File: config.mk
export PLATFORM = sky130hd
export DESIGN_NAME = aes_output_interface
export DESIGN_NICKNAME = d
export VERILOG_FILES = /design/src/rtl/aes_output_interface.sv
export SDC_FILE = /design/constraint.sdc
export NUM_CORES = 1
export LEC_CHECK = 0
export CORE_UTILIZATION = 38
export DETAILED_ROUTE_END_ITERATION = 7
export GPL_TIMING_DRIVEN = 0
export PLACE_DENSITY = 0.6
export SYNTH_ARGS = -nofsm -noshare
export SYNTH_HDL_FRONTEND = slang
export SYNTH_SLANG_ARGS = --single-unit
File: constraint.sdc
create_clock -name clk -period 1.8 [get_ports clk]
set_clock_uncertainty 0.15 [all_clocks]
set_input_delay 0.18 -clock clk [delete_from_list [all_inputs] [get_ports clk]]
set_output_delay 0.18 -clock clk [all_outputs]
set_load 0.02 [all_outputs]
File: src/rtl/aes_output_interface.sv
// ---------------------------------------------------------------------------
// aes_output_interface
//
// Output stage that sits behind aes_engine. When the engine raises
// engine_done, the full ciphertext block is captured into a shift register.
// The block is then streamed out one byte per dout_valid/dout_ready
// handshake, most-significant byte first. After the last byte the engine is
// acknowledged with output_read. output_read stays high until engine_done is
// seen low, which completes a four-phase handshake.
//
// Parameters
//   BLOCK_BYTES  bytes per block (default 16)
//
// Ports
//   clk          in   system clock, rising edge
//   rst_         in   asynchronous active-low reset
//   ct_in        in   ciphertext block, valid while engine_done is high
//   engine_done  in   engine has a block ready (level)
//   output_read  out  block fully delivered; held until engine_done drops
//   dout         out  current byte, 8'h00 when dout_valid is low
//   dout_valid   out  dout carries a valid byte
//   dout_ready   in   consumer accepts dout this cycle
//   busy         out  any state other than IDLE
//   byte_idx     out  index of the byte on dout (0 = MSB)
//   blocks_sent  out  fully delivered block count, wraps at 16 bits
// ---------------------------------------------------------------------------
module aes_output_interface #(
    parameter int  BLOCK_BYTES = 16,
    localparam int IDXW        = (BLOCK_BYTES > 1) ? $clog2(BLOCK_BYTES) : 1,
    localparam int CTW         = 8 * BLOCK_BYTES
) (
    input  logic            clk,
    input  logic            rst_,
    input  logic [CTW-1:0]  ct_in,
    input  logic            engine_done,
    output logic            output_read,
    output logic [7:0]      dout,
    output logic            dout_valid,
    input  logic            dout_ready,
    output logic            busy,
    output logic [IDXW-1:0] byte_idx,
    output logic [15:0]     blocks_sent
);

    typedef enum logic [1:0] {
        IDLE = 2'd0,
        SEND = 2'd1,
        ACK  = 2'd2
    } state_t;

    localparam logic [IDXW-1:0] LAST_IDX = IDXW'(BLOCK_BYTES - 1);

    state_t          state_q, state_d;
    logic [CTW-1:0]  shreg_q, shreg_d;
    logic [IDXW-1:0] idx_q, idx_d;
    logic [15:0]     blocks_sent_q, blocks_sent_d;

    logic            handshake;

    assign handshake = (state_q == SEND) && dout_ready;

    // State and datapath registers. Reset clears everything, so a block
    // interrupted mid-stream is simply forgotten.
    always_ff @(posedge clk or negedge rst_) begin
        if (!rst_) begin
            state_q       <= IDLE;
            shreg_q       <= '0;
            idx_q         <= '0;
            blocks_sent_q <= '0;
        end else begin
            state_q       <= state_d;
            shreg_q       <= shreg_d;
            idx_q         <= idx_d;
            blocks_sent_q <= blocks_sent_d;
        end
    end

    // Next-state logic. The block is captured only on leaving IDLE, so later
    // changes on ct_in cannot leak into a block being streamed. ACK waits
    // for engine_done to drop so the same block is never captured twice.
    always_comb begin
        state_d       = state_q;
        shreg_d       = shreg_q;
        idx_d         = idx_q;
        blocks_sent_d = blocks_sent_q;

        unique case (state_q)
            IDLE: begin
                if (engine_done) begin
                    shreg_d = ct_in;
                    idx_d   = '0;
                    state_d = SEND;
                end
            end
            SEND: begin
                if (handshake) begin
                    shreg_d = shreg_q << 8;
                    if (idx_q == LAST_IDX) begin
                        idx_d         = '0;
                        blocks_sent_d = blocks_sent_q + 16'd1;
                        state_d       = ACK;
                    end else begin
                        idx_d = idx_q + 1'b1;
                    end
                end
            end
            ACK: begin
                if (!engine_done) begin
                    state_d = IDLE;
                end
            end
            default: begin
                state_d = IDLE;
            end
        endcase
    end

    // Outputs are decoded from registers only, so neither dout_ready nor
    // engine_done has a combinational path to any output.
    always_comb begin
        dout_valid  = (state_q == SEND);
        output_read = (state_q == ACK);
        busy        = (state_q != IDLE);
        dout        = dout_valid ? shreg_q[CTW-1 -: 8] : 8'h00;
        byte_idx    = idx_q;
        blocks_sent = blocks_sent_q;
    end

endmodule

# Word-level counts from Yosys, hierarchy flattened
# Cells that the tools add are included.
[op_classes]
addsub = 2
eq_ne = 7
mux = 13
n_reduce_logical = 7
[ops]
columns = ["cell", "n"]
rows = [
  ["$mux W128", 2],
  ["$pmux W128 S2", 1],
  ["$add A16 B1 Y16 const B", 1],
  ["$mux W4", 3],
  ["$mux W2", 4],
  ["$mux W8", 1],
  ["$pmux W4 S2", 1],
  ["$pmux W2 S3", 1],
  ["$reduce_and A3 Y1", 2],
  ["$add A4 B1 Y4 const B", 1],
  ["$eq A4 B4 Y1 const B", 1],
  ["$ne A2 B1 Y1 const B", 2],
  ["$ne A2 B2 Y1 const B", 2],
  ["$reduce_and A4 Y1", 1],
  ["$reduce_bool A2 Y1", 2],
  ["$eq A2 B1 Y1 const B", 1],
  ["$eq A2 B2 Y1 const B", 1],
  ["$logic_not A2 Y1", 1],
  ["$logic_and A1 B1 Y1", 1],
]
[totals]
register_bits = 150
input_bits = 132
output_inout_bits = 31
word_cells = 33

# Depth between registers and ports, before layout
# Gate-level depths: netlist of the first run.
[logic_depth]
word_depth = 4
depth_mapped = 7
depth_no_buf = 5

# Worst setup path after synthesis of the first run
# Ideal clock, no wire load.
[synth_path]
kind = "reg-to-reg"
start = "register idx_q[0] (netlist: byte_idx[0])"
end = "register blocks_sent_q[13] (netlist: blocks_sent[13])"
setup_ps = 129
t_arrival_ps = 1555
required_ps = 1521
setup_slack_ps = -34
path_stages_with_launch = 6
n_path_buf = 0
period_less_slack_ps = 1834
cell_sequence = "dfrtp_1 -> ha_1 -> nand4_4 -> nor4_4 -> nand4_1 -> xnor2_1"
[synth_between]
elab_chain_cells = 2
[synth_lines]
columns = ["item", "line", "text"]
rows = [
  ["from (decl)", "55", "logic [IDXW-1:0] idx_q, idx_d;"],
  ["from (signal assigned)", "73", "idx_q <= idx_d;"],
  ["$eq A4 B4 Y1", "98", "if (idx_q == LAST_IDX) begin"],
  ["$reduce_and A3 Y1 (no source line)", "--", ""],
  ["to (signal assigned)", "74", "blocks_sent_q <= blocks_sent_d;"],
  ["to (decl)", "56", "logic [15:0] blocks_sent_q, blocks_sent_d;"],
]
# Every way passes these cells.
# A chain may end at the register's enable or synchronous reset.

# Worst setup path in the final report of the first run
[layout_path]
start = "register state_q[0]"
end = "register shreg_q[48]"
[layout_between]
elab_chain_cells = 4
word_cells_on_any_way = 8
cone_classes = "eq/ne: 3; mux: 1; reduce/logical: 4"
[layout_lines]
columns = ["item", "line", "text"]
rows = [
  ["from (decl)", "53", "state_t state_q, state_d;"],
  ["from (signal assigned)", "71", "state_q <= state_d;"],
  ["$eq A2 B1 Y1", "60, 87", ""],
  ["$logic_and A1 B1 Y1", "60", "assign handshake = (state_q == SEND) && dout_ready;"],
  ["$ne A2 B1 Y1 (no source line)", "--", ""],
  ["$reduce_and A3 Y1 (no source line)", "--", ""],
  ["to (signal assigned)", "72", "shreg_q <= shreg_d;"],
  ["to (decl)", "54", "logic [CTW-1:0] shreg_q, shreg_d;"],
]
# Parallel ways exist; a longest one is shown, timed or not.

==> insert_results.sql, run 1 <==
INSERT INTO impl_metrics (metric_group, metric, value, unit) VALUES
('sta', 'max_clock_freq', '0.508', 'GHz'),
('power', 'static-leakage-power', '4.51', 'nW'),
('final_layout', 'insertedDiodeCount', '0', ''),
('clock_network', 'clk_pin_slew_worst_paths', '60', 'ps'),
('clock_network', 'ctsRootBufferMaster', 'clkbuf_16', ''),
('critical_path', 'setup.worst_path.end_class', 'register', ''),
('route', 'routed_via_density', '5.07', ''),
('sta', 'finalSetupViolations', '101', ''),
('floorplanning', 'core_region_area', '0.0175', 'mm^2'),
('route', 'detailedRoute.firstPassIterationCount', '4', ''),
('floorplanning', 'fp.dieH', '137', 'um'),
('synthesis', 'post_synth_inst_count', '640', ''),
('placement', 'dp_cells', '1028', ''),
('sta', 'worst_slew_margin_rel', '0.633', ''),
('global_routing', 'grt_overflow_total', '0', ''),
('global_routing', 'track_usage', '0.205', ''),
('critical_path', 'critPathMaxFanout', '8', ''),
('sta', 'totalNegativeSetupSlack', '-11100', 'ps'),
('synthesis', 'synth_area_per_cell', '10.7', 'um^2'),
('synthesis', 'seq_area_frac_synth', '0.546', ''),
('critical_path', 'timing.critical_path.required', '1950', 'ps'),
('sta', 'tcrit_tclk_final', '1.09', ''),
('sta', 'hold_slack', '125', 'ps'),
('synthesis', 'warnings_from_yosys', '0', ''),
('sta', 'finalWorstPathRequiredPeriod', '1970', 'ps'),
('critical_path', 'crit_path_frequent_cell', 'clkbuf_16', ''),
('synthesis', 'synth_seq_cells', '150', ''),
('final_layout', 'final_cell_mix', 'dfrtp_1, clkdlybuf4s50_1, nand2_1', ''),
('route', 'detail-route-antenna-nets', '0', ''),
('critical_path', 'critical_path.max_stage_delay', '430', 'ps'),
('global_routing', 'number_of_global_route_vias_before_repair', '5580', ''),
('final_layout', 'most_frequent_standard_cell_in_the_layout_excluding_fill_and_tap_cells', 'dfrtp_1', ''),
('sta', 'timing.final.hold_violations', '0', ''),
('floorplanning', 'fp.dieArea', '0.0186', 'mm^2'),
('route', 'wl_met3', '1170', 'um'),
('global_routing', 'number_of_antenna_violations_at_the_first_check_in_global_routing', '0', ''),
('route', 'drt-initial-drc-count', '234', ''),
('synthesis', 'synth.net_count', '774', ''),
('synthesis', 'count_of_flip_flops_with_a_built_in_enable_after_synthesis', '0', ''),
('placement', 'place.detailed.hpwl', '13000', 'um'),
('sta', 'tightestPinTransition', '550', 'ps'),
('outcome', 'violations', 'negative setup slack', ''),
('critical_path', 'worstPathCellList', 'buf_4 -> buf_6 -> nand2b_4 -> a21o_4 -> buf_12 -> clkbuf_16 -> clkbuf_16 -> nand2_1 -> o21ai_0', ''),
('clock_network', 'h-tree-depth', '4', ''),
('critical_path', 'cp_slowest_cell', 'dfrtp_2', ''),
('outcome', 'status', 'complete, but fails checks', ''),
('clock_network', 'cts_buffer_count', '17', ''),
('clock_network', 'clock_latency', '430', 'ps'),
('sta', 'rsz0062_at_grt', 'yes', ''),
('synthesis', 'post_synth_num_cell_types', '34', ''),
('synthesis', 'syn-cell-area', '0.00687', 'mm^2'),
('floorplanning', 'floorplan.io_pins', '163', ''),
('clock_network', 'cts_buffer_depth', '2', ''),
('route', 'wl_per_cell', '17.8', 'um'),
('global_routing', 'grt_max_degree', '103', ''),
('final_layout', 'num-nets-final', '990', ''),
('global_routing', 'first_pass_grt_wire_length', '28700', 'um'),
('floorplanning', 'dieWidth', '137', 'um'),
('clock_network', 'cts.sinks', '150', ''),
('power', 'max-vdd-ir-drop', '0.000815', 'V'),
('final_layout', 'fin_cells', '1093', ''),
('floorplanning', 'initial_core_util', '0.393', ''),
('route', 'routed-via-count', '5544', ''),
('job', 'number_of_max_capacitance_violations_reported', '0', ''),
('placement', 'place.gp.congestion', '0.824', ''),
('sta', 'layout_setup_ws', '-167', 'ps'),
('final_layout', 'final_util', '0.595', ''),
('clock_network', 'tritoncts', 'done', ''),
('synthesis', 'postSynth.topFlopCell', 'dfrtp_1', ''),
('route', 'routedLengthMet1', '8530', 'um'),
('route', 'route.final.wire_length', '19400', 'um');
## per-stage QoR
stage                     setup WS [ps]  area, um^2  total power [mW]
after detailed placement           -579        8810              10.4
after floorplan                    4.18        6880              8.59
final                              -167       10400              15.8
after CTS                          -184        9610              14.4
after global placement            -6170        8780              10.2
after global routing               -252       10400              16.7
## where the power goes
group	total, mW	internal (mW)	switching, mW
Sequential	5.56	4.71	0.844
Combinational	6.48	3.37	3.11
Clock	3.76	2.35	1.41
## critical path: cells and delay by family, from the launching register on
kind | cells | cell delay (ps)
AO/OA/AOI/OAI | 2 | 320
buffers and inverters | 5 | 730
flip-flops | 1 | 430
AND/OR/NAND/NOR | 2 | 200
## layer usage
layer | vias to the layer above | track usage
met5 | - | 0
met4 | 0 | 0.0698
met3 | 24 | 0.0589
met2 | 154 | 0.330
met1 | 2702 | 0.263
li1 | 2664 | -
## cell families (layout without fill, tap and decap cells)
| kind of cell | count (synthesis) | in the layout | synth area share |
|---|---|---|---|
| muxes | 121 | 121 | 0.176 |
| and+or+nand+nor | 168 | 168 | 0.108 |
| adders and majority gates | 2 | 2 | 0.00364 |
| DFF | 150 | 150 | 0.546 |
| xor gates and xnor gates | 16 | 16 | 0.0204 |
| buffers and inverters | 45 | 273 | 0.0366 |
| AOI/OAI and AO/OA | 138 | 138 | 0.108 |
## state kept, by name (all words and copies together) (netlist names)
| signal | count |
|---|---|
| blocks_sent | 16 |
| byte_idx | 4 |
| state_q | 2 |
| shreg_q | 128 |
## Yosys cell counts (2+ instances only)
cell	n	area share
a21o_1	3	0.0033
a22o_1	8	0.010
and2_1	8	0.0073
and3_1	2	0.0018
and4_1	2	0.0025
buf_2	9	0.0066
buf_4	14	0.015
clkbuf_1	15	0.0082
clkbuf_4	5	0.0055
dfrtp_1	150	0.55
ha_1	2	0.0036
inv_1	2	0.0011
mux2i_1	120	0.17
nand2_1	130	0.071
nand2b_1	2	0.0018
nand3_1	5	0.0036
nand4_1	5	0.0046
nor2_1	6	0.0033
nor3_1	2	0.0015
o21ai_0	101	0.074
o21ai_1	22	0.016
xnor2_1	9	0.011
xor2_1	7	0.0089
## area by class of cell
class	count	area, um^2
clock buffer	19	443
timing repair inverter	1	7.51
buffer	41	490
fill	1430	7070
sequential	150	3760
tap	225	282
timing repair buffer	198	2170
multi-input combinational	445	3060
inverter	2	11.3
clock inverter	12	179
## final timing paths
| check | depth (start not counted) | endpoint | startpoint |
|---|---|---|---|
| worst max-delay path | 9 | shreg_q[48] | state_q[0] |
| worst min-delay path | 2 | blocks_sent[12] | rst_ |
| worst max register to register | 9 | shreg_q[48] | state_q[0] |
| worst min register to register | 2 | shreg_q[127] | shreg_q[127] |
| max in group asynchronous | 3 | state_q[0] | rst_ |
| min in group clk | 2 | shreg_q[6] | ct_in[6] |
## what timing repair did
item / CTS / global route
hold buffers: 1 / 0
buffers inserted: 11 / 9
hold endpoints to repair: 48 / 0
setup endpoints to repair: 54 / 159
gates resized for setup: 105 / 210
gates cloned: 1 / 16
pin swaps: 5 / 12
No activity file was read; power rests on OpenSTA's default activity.
==> run 2, diff against run 1 <==
- clock period: 1.8 -> 2.11 ns (I/O delays scaled with it)
==> run 2 against run 1 <==
The run now ends clean. Via count fell by 1.9%. Clock-buffer cell count rose by 1. Critical path depth fell by 7. Cell count fell by 2.0%. Die area did not move. Core utilization fell by 4.7 points. Combinational power fell by 37%. Wire length fell by 7.1%. Sequential power fell by 15%. Final area fell by 8.0%. Hold slack improved by 110 ps.
==> insert_results.sql, run 2 (same netlist as run 1, synthesis figures left out) <==
INSERT INTO impl_metrics (metric_group, metric, value, unit) VALUES
('outcome', 'status', 'finished clean', ''),
('sta', 'finalSetupViolations', '0', ''),
('final_layout', 'most_frequent_standard_cell_in_the_layout_excluding_fill_and_tap_cells', 'clkdlybuf4s50_1', ''),
('global_routing', 'grt_overflow_total', '0', ''),
('power', 'max-vdd-ir-drop', '0.000580', 'V'),
('placement', 'place.detailed.hpwl', '13100', 'um'),
('global_routing', 'track_usage', '0.202', ''),
('critical_path', 'worst_path_dominant_cell_family', 'buffers and inverters', ''),
('floorplanning', 'fp.dieH', '137', 'um'),
('critical_path', 'critical_path.max_stage_delay', '540', 'ps'),
('critical_path', 'critical_path_arrival', '1690', 'ps'),
('power', 'p_total', '12.4', 'mW'),
('critical_path', 'cp_slowest_cell', 'clkdlybuf4s50_1', ''),
('final_layout', 'final_cell_mix', 'clkdlybuf4s50_1, dfrtp_1, nand2_1', ''),
('floorplanning', 'placementRows', '48', ''),
('floorplanning', 'floorplan.io_pins', '163', ''),
('route', 'route.detailed.drc', '0', ''),
('global_routing', 'grt_max_degree', '82', ''),
('clock_network', 'ctsRootBufferMaster', 'clkbuf_16', ''),
('min_path', 'min_path_type', 'in2reg', ''),
('final_layout', 'number_of_flip_flops_in_the_largest_register', '128', ''),
('critical_path', 'crit_buf_inv', '1', ''),
('sta', 'finalWorstPathRequiredPeriod', '2050', 'ps'),
('route', 'detail-route-antenna-nets', '0', ''),
('clock_network', 'cts_buffer_count', '17', ''),
('sta', 'worst_slew_margin_rel', '0.496', ''),
('sta', 'max_clock_freq', '0.487', 'GHz'),
('final_layout', 'nFillCells', '1510', ''),
('clock_network', 'clk_pin_slew_worst_paths', '60', 'ps'),
('final_layout', 'register_area', '0.00375', 'mm^2'),
('clock_network', 'h-tree-depth', '4', ''),
('route', 'detailedRoute.firstPassIterationCount', '4', ''),
('final_layout', 'fin_cells', '1071', ''),
('min_path', 'timing.hold.worst.start', 'ct_in[4]', ''),
('sta', 'totalNegativeSetupSlack', '0', 'ps'),
('job', 'number_of_max_capacitance_violations_reported', '0', ''),
('critical_path', 'r2r-start', 'state_q[0]', ''),
('critical_path', 'setup.worst_path.start_class', 'register', ''),
('global_routing', 'number_of_antenna_violations_at_the_first_check_in_global_routing', '1', ''),
('route', 'wl_per_cell', '16.9', 'um'),
('floorplanning', 'core_region_area', '0.0175', 'mm^2'),
('power', 'static-leakage-power', '4.03', 'nW'),
('clock_network', 'cts_buffer_depth', '2', ''),
('floorplanning', 'dieWidth', '137', 'um'),
('placement', 'place.gp.congestion', '0.808', ''),
('final_layout', 'layout-area-overhead-vs-synth', '39.3', '%'),
('route', 'route.final.wire_length', '18000', 'um'),
('final_layout', 'registers.top_by_ff_count', 'shreg_q', ''),
('route', 'drt-initial-drc-count', '277', ''),
('route', 'routed_via_density', '5.08', ''),
('placement', 'port_buffers', '162', ''),
('final_layout', 'final_layout_size_suffix_gt1_frac', '0.105', ''),
('final_layout', 'insertedDiodeCount', '0', ''),
('placement', 'dp_cells', '1028', ''),
('floorplanning', 'initial_core_util', '0.393', ''),
('clock_network', 'tritoncts', 'done', ''),
('final_layout', 'num-nets-final', '968', ''),
('global_routing', 'number_of_global_route_vias_before_repair', '5687', ''),
('sta', 'drv_slew', '0', ''),
('power', 'power-per-cell-area', '1300', 'mW/mm^2'),
('critical_path', 'worst_setup_path_startpoint', 'state_q[0]', ''),
('route', 'routed-via-count', '5441', ''),
('critical_path', 'worst-setup-path-type', 'reg2out', ''),
('sta', 'timing.final.hold_violations', '0', ''),
('critical_path', 'critPathMaxFanout', '5', ''),
('critical_path', 'setup.worst_path.end_class', 'primary output', ''),
('clock_network', 'clock_latency', '420', 'ps'),
('final_layout', 'multiInputGateArea', '0.00287', 'mm^2'),
('sta', 'tightestPinTransition', '753', 'ps'),
('sta', 'tcrit_tclk_final', '0.974', ''),
('global_routing', 'first_pass_grt_wire_length', '28500', 'um'),
('critical_path', 'worstPathCellList', 'or2_2 -> clkdlybuf4s50_1', ''),
('clock_network', 'cts.sinks', '150', ''),
('critical_path', 'timing.critical_path.required', '1750', 'ps'),
('floorplanning', 'fp.dieArea', '0.0186', 'mm^2');
[run 2: cell count changes in the layout (fill, tap and decap cells not counted), moves of 14 or more]
cell / delta
clkdlybuf4s50_1: +21
buf_6: -25
o21ai_1: -66
o21ai_0: +78
dlygate4sd2_1: -15
buf_8: -14
[run 2: per-stage QoR]
step	hold slack (ps)	cell area [um^2]	setup WS [ps]	util
2_1_floorplan	-235	6870	276	-
3_3_place_gp	306	8780	-5390	0.502
3_5_place_dp	165	8810	-285	0.504
4_1_cts	225	9590	1.09	0.549
5_1_grt	245	9570	-9.92	0.548
6_report	238	9570	55.4	0.548
[run 2: worst register-to-register path, stage by stage (launching register included)]
cell and delay (ps):
dfrtp_1 430, buf_4 160, nand2b_1 170, a21o_1 170
buf_2 190, buf_4 220, buf_4 190, nand2_1 70
o21ai_0 80
[run 2: cell type report]
cell class | instances | area share
timing repair buffer | 175 | 0.178
clock inverter | 11 | 0.0255
multi-input combinational | 445 | 0.300
tap | 225 | 0.0294
clock buffer | 20 | 0.0477
inverter | 2 | 0.00118
sequential | 150 | 0.392
timing repair inverter | 1 | 0.000784
buffer | 42 | 0.0256
[run 2: metal layers]
layer  vias to the layer above  track usage  part of all wire
met2                       156        0.334              0.48
li1                       2602            -                 -
met3                        20       0.0567             0.066
met4                         0       0.0605             0.013
met1                      2663        0.255              0.44
met5                         -            0                 0
[run 2: path summary, 6_finish.rpt]
check | end | slack, ps | cells after the start
max | busy | 60 | 2
min | shreg_q[4] | 240 | 2
max reg2reg | shreg_q[35] | 150 | 8
min reg2reg | shreg_q[120] | 320 | 2
max in group asynchronous | shreg_q[76] | 710 | 3
min in group asynchronous | blocks_sent[11] | 270 | 2
[run 2: repair_timing]
| action | CTS | global route |
|---|---|---|
| hold buffers | 1 | 0 |
| buffers inserted | 9 | 2 |
| setup endpoints to repair | 9 | 11 |
| endpoints found under the hold margin | 80 | 0 |
| gates resized for setup | 16 | 16 |
| cloned | 1 | 0 |
[run 2: power by group]
part	switching [mW]	internal [mW]	leakage [nW]	total [mW]
sequential	0.698	4.01	1.99	4.71
combinational	2.23	1.88	1.70	4.11
clock	1.20	2.40	0.337	3.61
total	4.13	8.30	4.03	12.4
==> patch 1 (settings of run 2) <==
The parameter `BLOCK_BYTES` goes from 16 to 8. Comments in the files are not updated.
--- a/src/rtl/aes_output_interface.sv
+++ b/src/rtl/aes_output_interface.sv
@@ -25,7 +25,7 @@
 //   blocks_sent  out  fully delivered block count, wraps at 16 bits
 // ---------------------------------------------------------------------------
 module aes_output_interface #(
-    parameter int  BLOCK_BYTES = 16,
+    parameter int  BLOCK_BYTES = 8,
     localparam int IDXW        = (BLOCK_BYTES > 1) ? $clog2(BLOCK_BYTES) : 1,
     localparam int CTW         = 8 * BLOCK_BYTES
 ) (
Interface: changed (resized byte_idx and ct_in); port bits go from 163 to 98. No check against the original RTL was run, so the function may have changed too.
==> patch 1 against run 2 <==
Non-clock buffer count fell by 96; sequential cell count decreased by 65; synthesized area down 44%; highest routed layer unchanged; design area decreased by 45%; sequential share of layout area up 1.4 points; setup slack improved by 4.6 ps; sequential power decreased by 49%; wire length decreased by 52%; utilization fell by 1.5 points; total power decreased by 54%; critical endpoint is now blocks_sent[7]; critical path depth grew 6; via count fell by 47%; critical path type is now register to register.
==> patch 1: results (changes against run 2) <==
[outcome]
status = complete, no violations  ; unchanged

[timing]
slew_viol_final = 0  ; unchanged
tightest_slew_ps = 559.7  ; was 752.8 ps

[place]
dpl.hpwl_mm = 6.447  ; was 13.05 mm
place_area_sq_um = 5040  ; was 8806 sq um
gp_congestion = 0.7210  ; was 0.8080
dp_slack_ps = -175.2  ; was -285.2 ps
portBuffers = 97  ; was 162
dp.cells = 578  ; was 1,028

[logic_synthesis]
synthTopCellsByCount = dfrtp_1 (85), nand2_1 (63), o21ai_1 (57)  ; was dfrtp_1 (150), nand2_1 (130), mux2i_1 (120)
yosysSeqAreaShare_pct = 54.86  ; was 54.61%
synth_nets = 418  ; was 774
async_flop_share_pct = 100.0  ; unchanged
yosys.cell_types.count = 30  ; was 34
synth.area.top_cells = dfrtp_1 (55%), mux2i_1 (14%), o21ai_1 (7.4%)  ; was dfrtp_1 (55%), mux2i_1 (17%), o21ai_0 (7.4%)
synth.avg_cell_area_sq_um = 11.17  ; was 10.74 sq um

[route]
dr.pass1.iters = 5  ; was 4
drt_iter0_drc = 55  ; was 277
met1_length_mm = 4.055  ; was 7.979 mm
routed-wl-met2_mm = 4.053  ; was 8.645 mm
routedWlPerCell_microns = 14.57  ; was 16.85 microns
met3WireLength_microns = 466  ; was 1.195 mm
vias = 2877  ; was 5,441

[worst_setup_path]
crit_slowest_cell = dfrtp_1  ; was clkdlybuf4s50_1
critPathTopFamily = simple AND/OR/NAND/NOR gates  ; was buffers and inverters
worstPathArrival_ps = 2140  ; was 1690 ps
crit_path_max_fanout = 8  ; was 5
worstSetupStartpoint = byte_idx[0]  ; was state_q[0]
critical-path-max-stage-delay_ps = 400  ; was 540 ps

[grt]
grt_pass1_vias = 2837  ; was 5,687
grt_max_degree = 66  ; was 82
grt_antenna_before_repair = 0  ; was 1
grt_use_total_pct = 17.58  ; was 20.17%
grt_pass1_wl_mm = 13.96  ; was 28.50 mm

[cts]
htree_levels = 3  ; was 4
cts_made_buffers = 9  ; was 17
insertion_delay_ps = 350  ; was 420 ps
cts_root_buf = clkbuf_8  ; was clkbuf_16
max-clock-path-buffers = 2  ; unchanged
clkTransAtPathRegs_ps = 80  ; was 60 ps

[cells_and_area]
finalNonFillerCells = 594  ; was 1,071
nets = 528  ; was 968
top_register = shreg_q  ; unchanged
n_fill_cell = 942  ; was 1,510
area.sequential_sq_um = 2127  ; was 3754 sq um
largest_reg_flops = 64  ; was 128
drive_above_1_share_pct = 8.894  ; was 10.52%

[pwr]
vdd.ir_drop.worst_mv = 0.4857  ; was 0.5795 mV
leakage_nw = 2.273  ; was 4.026 nW

[worst_hold_path]
holdCritPathClass = input port to async pin  ; was input port to register

==> patch 1: metrics by stage <==
| step | hold WS, ps | power, mW |
|---|---|---|
| global route | 146.3 | 6.136 |
| CTS | 137.1 | 5.770 |
| global placement | 309.1 | 4.624 |
| detailed placement | -26.50 | 4.689 |
| finish | 137.1 | 5.717 |
| floorplan | -234.6 | 3.901 |
==> patch 1: what timing repair did <==
action,CTS,global route
hold buffers,1,0
endpoints found under the hold margin,85,0
gates resized for setup,10,4
endpoints found under the setup margin,9,4
setup buffers,0,1
==> patch 1: cell families after synthesis <==
| family | Yosys count | share of synthesized area, % |
|---|---|---|
| XOR/XNOR | 15 | 3.582 |
| AO/OA/AOI/OAI | 70 | 10.49 |
| AND/OR/NAND/NOR | 94 | 11.71 |
| flip-flops | 85 | 54.86 |
| multiplexers | 57 | 14.75 |
| buffers and inverters | 23 | 3.646 |
| adder cells (fa/ha/maj) | 3 | 0.9682 |
==> patch 1: cell type report <==
class	count	area share [%]
inverter	1	0.1195
sequential	85	40.64
timing repair buffer	100	19.13
clock buffer	11	2.701
tap	133	3.180
multi-input combinational	239	30.74
clock inverter	4	0.9323
buffer	21	2.558
==> patch 1: routing by layer <==
layer  vias up  track usage (%)
li1       1418                -
met1      1387            23.55
met2        65            27.90
met3         7            3.661
met4         0            7.151
met5         -                0
==> patch 1: worst reg2reg max path: stages, from the launching register on <==
cell and delay (ps):
dfrtp_1 400, ha_1 220, ha_1 210, and4b_1 200, buf_4 160, and3_1 140, buf_4 150, and3_4 180
xor2_2 130
==> patch 1: power breakdown <==
group | switching, mW | total (mW) | internal [mW] | leakage [nW]
Sequential | 0.275 | 2.40 | 2.13 | 1.12
Combinational | 1.15 | 2.17 | 1.02 | 1.06
Clock | 0.567 | 1.14 | 0.572 | 0.0992
==> patch 1: worst paths after layout <==
kind	end	slack [ps]	depth (start not counted)
max	blocks_sent[7]	60	8
min	blocks_sent[11]	140	2
max reg2reg	blocks_sent[7]	60	8
min reg2reg	blocks_sent[15]	320	1
max in group asynchronous	shreg_q[28]	1050	3
min in group clk	shreg_q[0]	320	2
==> patch 2 (settings of run 2) <==
Made on the original files. Reset style: synchronous (`rst_`), changed in one clocked block. Comments in the files are not updated.
--- a/src/rtl/aes_output_interface.sv
+++ b/src/rtl/aes_output_interface.sv
@@ -61,7 +61,7 @@
 
     // State and datapath registers. Reset clears everything, so a block
     // interrupted mid-stream is simply forgotten.
-    always_ff @(posedge clk or negedge rst_) begin
+    always_ff @(posedge clk) begin
         if (!rst_) begin
             state_q       <= IDLE;
             shreg_q       <= '0;
Behaviour: differs if rst_ is asserted again (counterexample within 4 cycles, from zero or initial values and one cycle with rst_ low); with rst_ held inactive, the same outputs for 10 cycles.
==> patch 2 against run 2 <==
Design area is 5.2% lower; synthesized cell count is 29% higher; global-route usage is 2.4 points higher; setup slack better by 3.8 ps; sequential cell count stayed put; worst hold slack worse by 34 ps; wire length is 9.8% higher; synthesized area is 5.8% lower; non-clock buffer count is 22 higher; critical path depth is 5 higher.
Power is not compared: it rests on default switching activity, and its combinational part moved more than twofold at a synthesized area within 25%.
==> patch 2: results (changes against run 2) <==
[outcome]
status = complete, no violations  ; unchanged

[logic_synthesis]
yosysSeqAreaShare_pct = 46.36  ; was 54.61%
synth_compound_area_share_pct = 19.01  ; was 10.85%
synthTopCellsByCount = nand2_1 (249), dfxtp_1 (150), nor2_1 (141)  ; was dfrtp_1 (150), nand2_1 (130), mux2i_1 (120)
async_flop_share_pct = 0  ; was 100.0%
synth_nets = 962  ; was 774
yosys.area_share.xor_xnor_pct = 1.082  ; was 2.039%
synth.area.mux_share_pct = 0.1545  ; was 17.64%
synth.area.top_cells = dfxtp_1 (46%), a311oi_1 (16%), nand2_1 (14%)  ; was dfrtp_1 (55%), mux2i_1 (17%), o21ai_0 (7.4%)
yosys.cell_types.count = 35  ; was 34
synth_fa_ha_area_share_pct = 0.3863  ; was 0.3640%
synth.avg_cell_area_sq_um = 7.823  ; was 10.74 sq um

[worst_setup_path]
r2r_slack_ps = 120  ; was 150 ps
crit_slowest_cell = dfxtp_1  ; was clkdlybuf4s50_1
rr_startpoint = byte_idx[0]  ; was state_q[0]
worstSetupStartpoint = state_q[1]  ; was state_q[0]
r2r-end = blocks_sent[13]  ; was shreg_q[35]
critical-path-max-stage-delay_ps = 310  ; was 540 ps
endpoint = dout[6]  ; was busy
reg2regPathDepth = 6  ; was 8
crit_path_max_fanout = 10  ; was 5

[route]
met3WireLength_mm = 1.292  ; was 1.195 mm
dr.pass1.iters = 5  ; was 4
met1_length_mm = 9.308  ; was 7.979 mm
vias = 6485  ; was 5,441
routed-wl-met2_mm = 8.979  ; was 8.645 mm
routedWlPerCell_microns = 15.91  ; was 16.85 microns

[grt]
grtUsageMet2_pct = 36.32  ; was 33.42%
grt_pass1_vias = 6230  ; was 5,687
grt_use_total_pct = 22.56  ; was 20.17%
grtUsageMet3_pct = 5.057  ; was 5.667%
grt_pass1_wl_mm = 31.53  ; was 28.50 mm
grt_max_degree = 17  ; was 82

[cells_and_area]
finalNonFillerCells = 1245  ; was 1,071
multi_input_area_sq_um = 3151  ; was 2869 sq um
clk_share_pct = 7.098  ; was 7.318%
seq_cells = 150  ; unchanged
area.sequential_sq_um = 3003  ; was 3754 sq um
n_fill_cell = 1628  ; was 1,510
multi_input_cells = 602  ; was 445
drive_above_1_share_pct = 8.976  ; was 10.52%
signal_buffers = 239  ; was 217
nets = 1147  ; was 968
clkbuf_count = 18  ; was 20

[place]
dpl.hpwl_mm = 14.02  ; was 13.05 mm
gp_congestion = 0.7991  ; was 0.8080

[worst_hold_path]
hold_start = ct_in[123]  ; was ct_in[4]
holdPathEnd = shreg_q[123]  ; was shreg_q[4]
hold_path_depth = 3  ; was 2

[timing]
whs_ps = 204.3  ; was 238.4 ps
slew_headroom_pct = 43.39  ; was 49.63%

patch 2: cell count changes in the layout (fill, tap and decap cells not counted), moves of 22 or more:
cell and change:
dfxtp_1 +150, buf_2 +23, nor2_1 +135, nand2_1 +118
a311oi_1 +120, dfrtp_1 -150, o21ai_1 -22, o21ai_0 -94
mux2i_1 -119
patch 2: what timing repair did:
item                       4_1_cts  5_1_grt
pin swaps                        0        1
gates resized for setup         44       21
gates cloned                     0        1
setup buffers                    0        3
setup endpoints to repair       32       64
patch 2: stage by stage:
step,utilization (%),instance area [sq um],worst slack [ps],TNS [ps]
global placement,50.32,8374,-471.9,-32770
detailed placement,50.32,8374,-477.0,-32620
CTS,54.16,9014,4.709,0
finish,54.55,9079,59.25,0
floorplan,-,6477,262.9,0
global route,54.55,9079,-17.94,-26.74
patch 2: power by group:
group	switching, mW	leakage, nW	internal, mW
combinational	0.736	1.97	0.586
sequential	0.150	1.24	3.11
clock	1.22	0.308	2.12
total	2.10	3.51	5.81
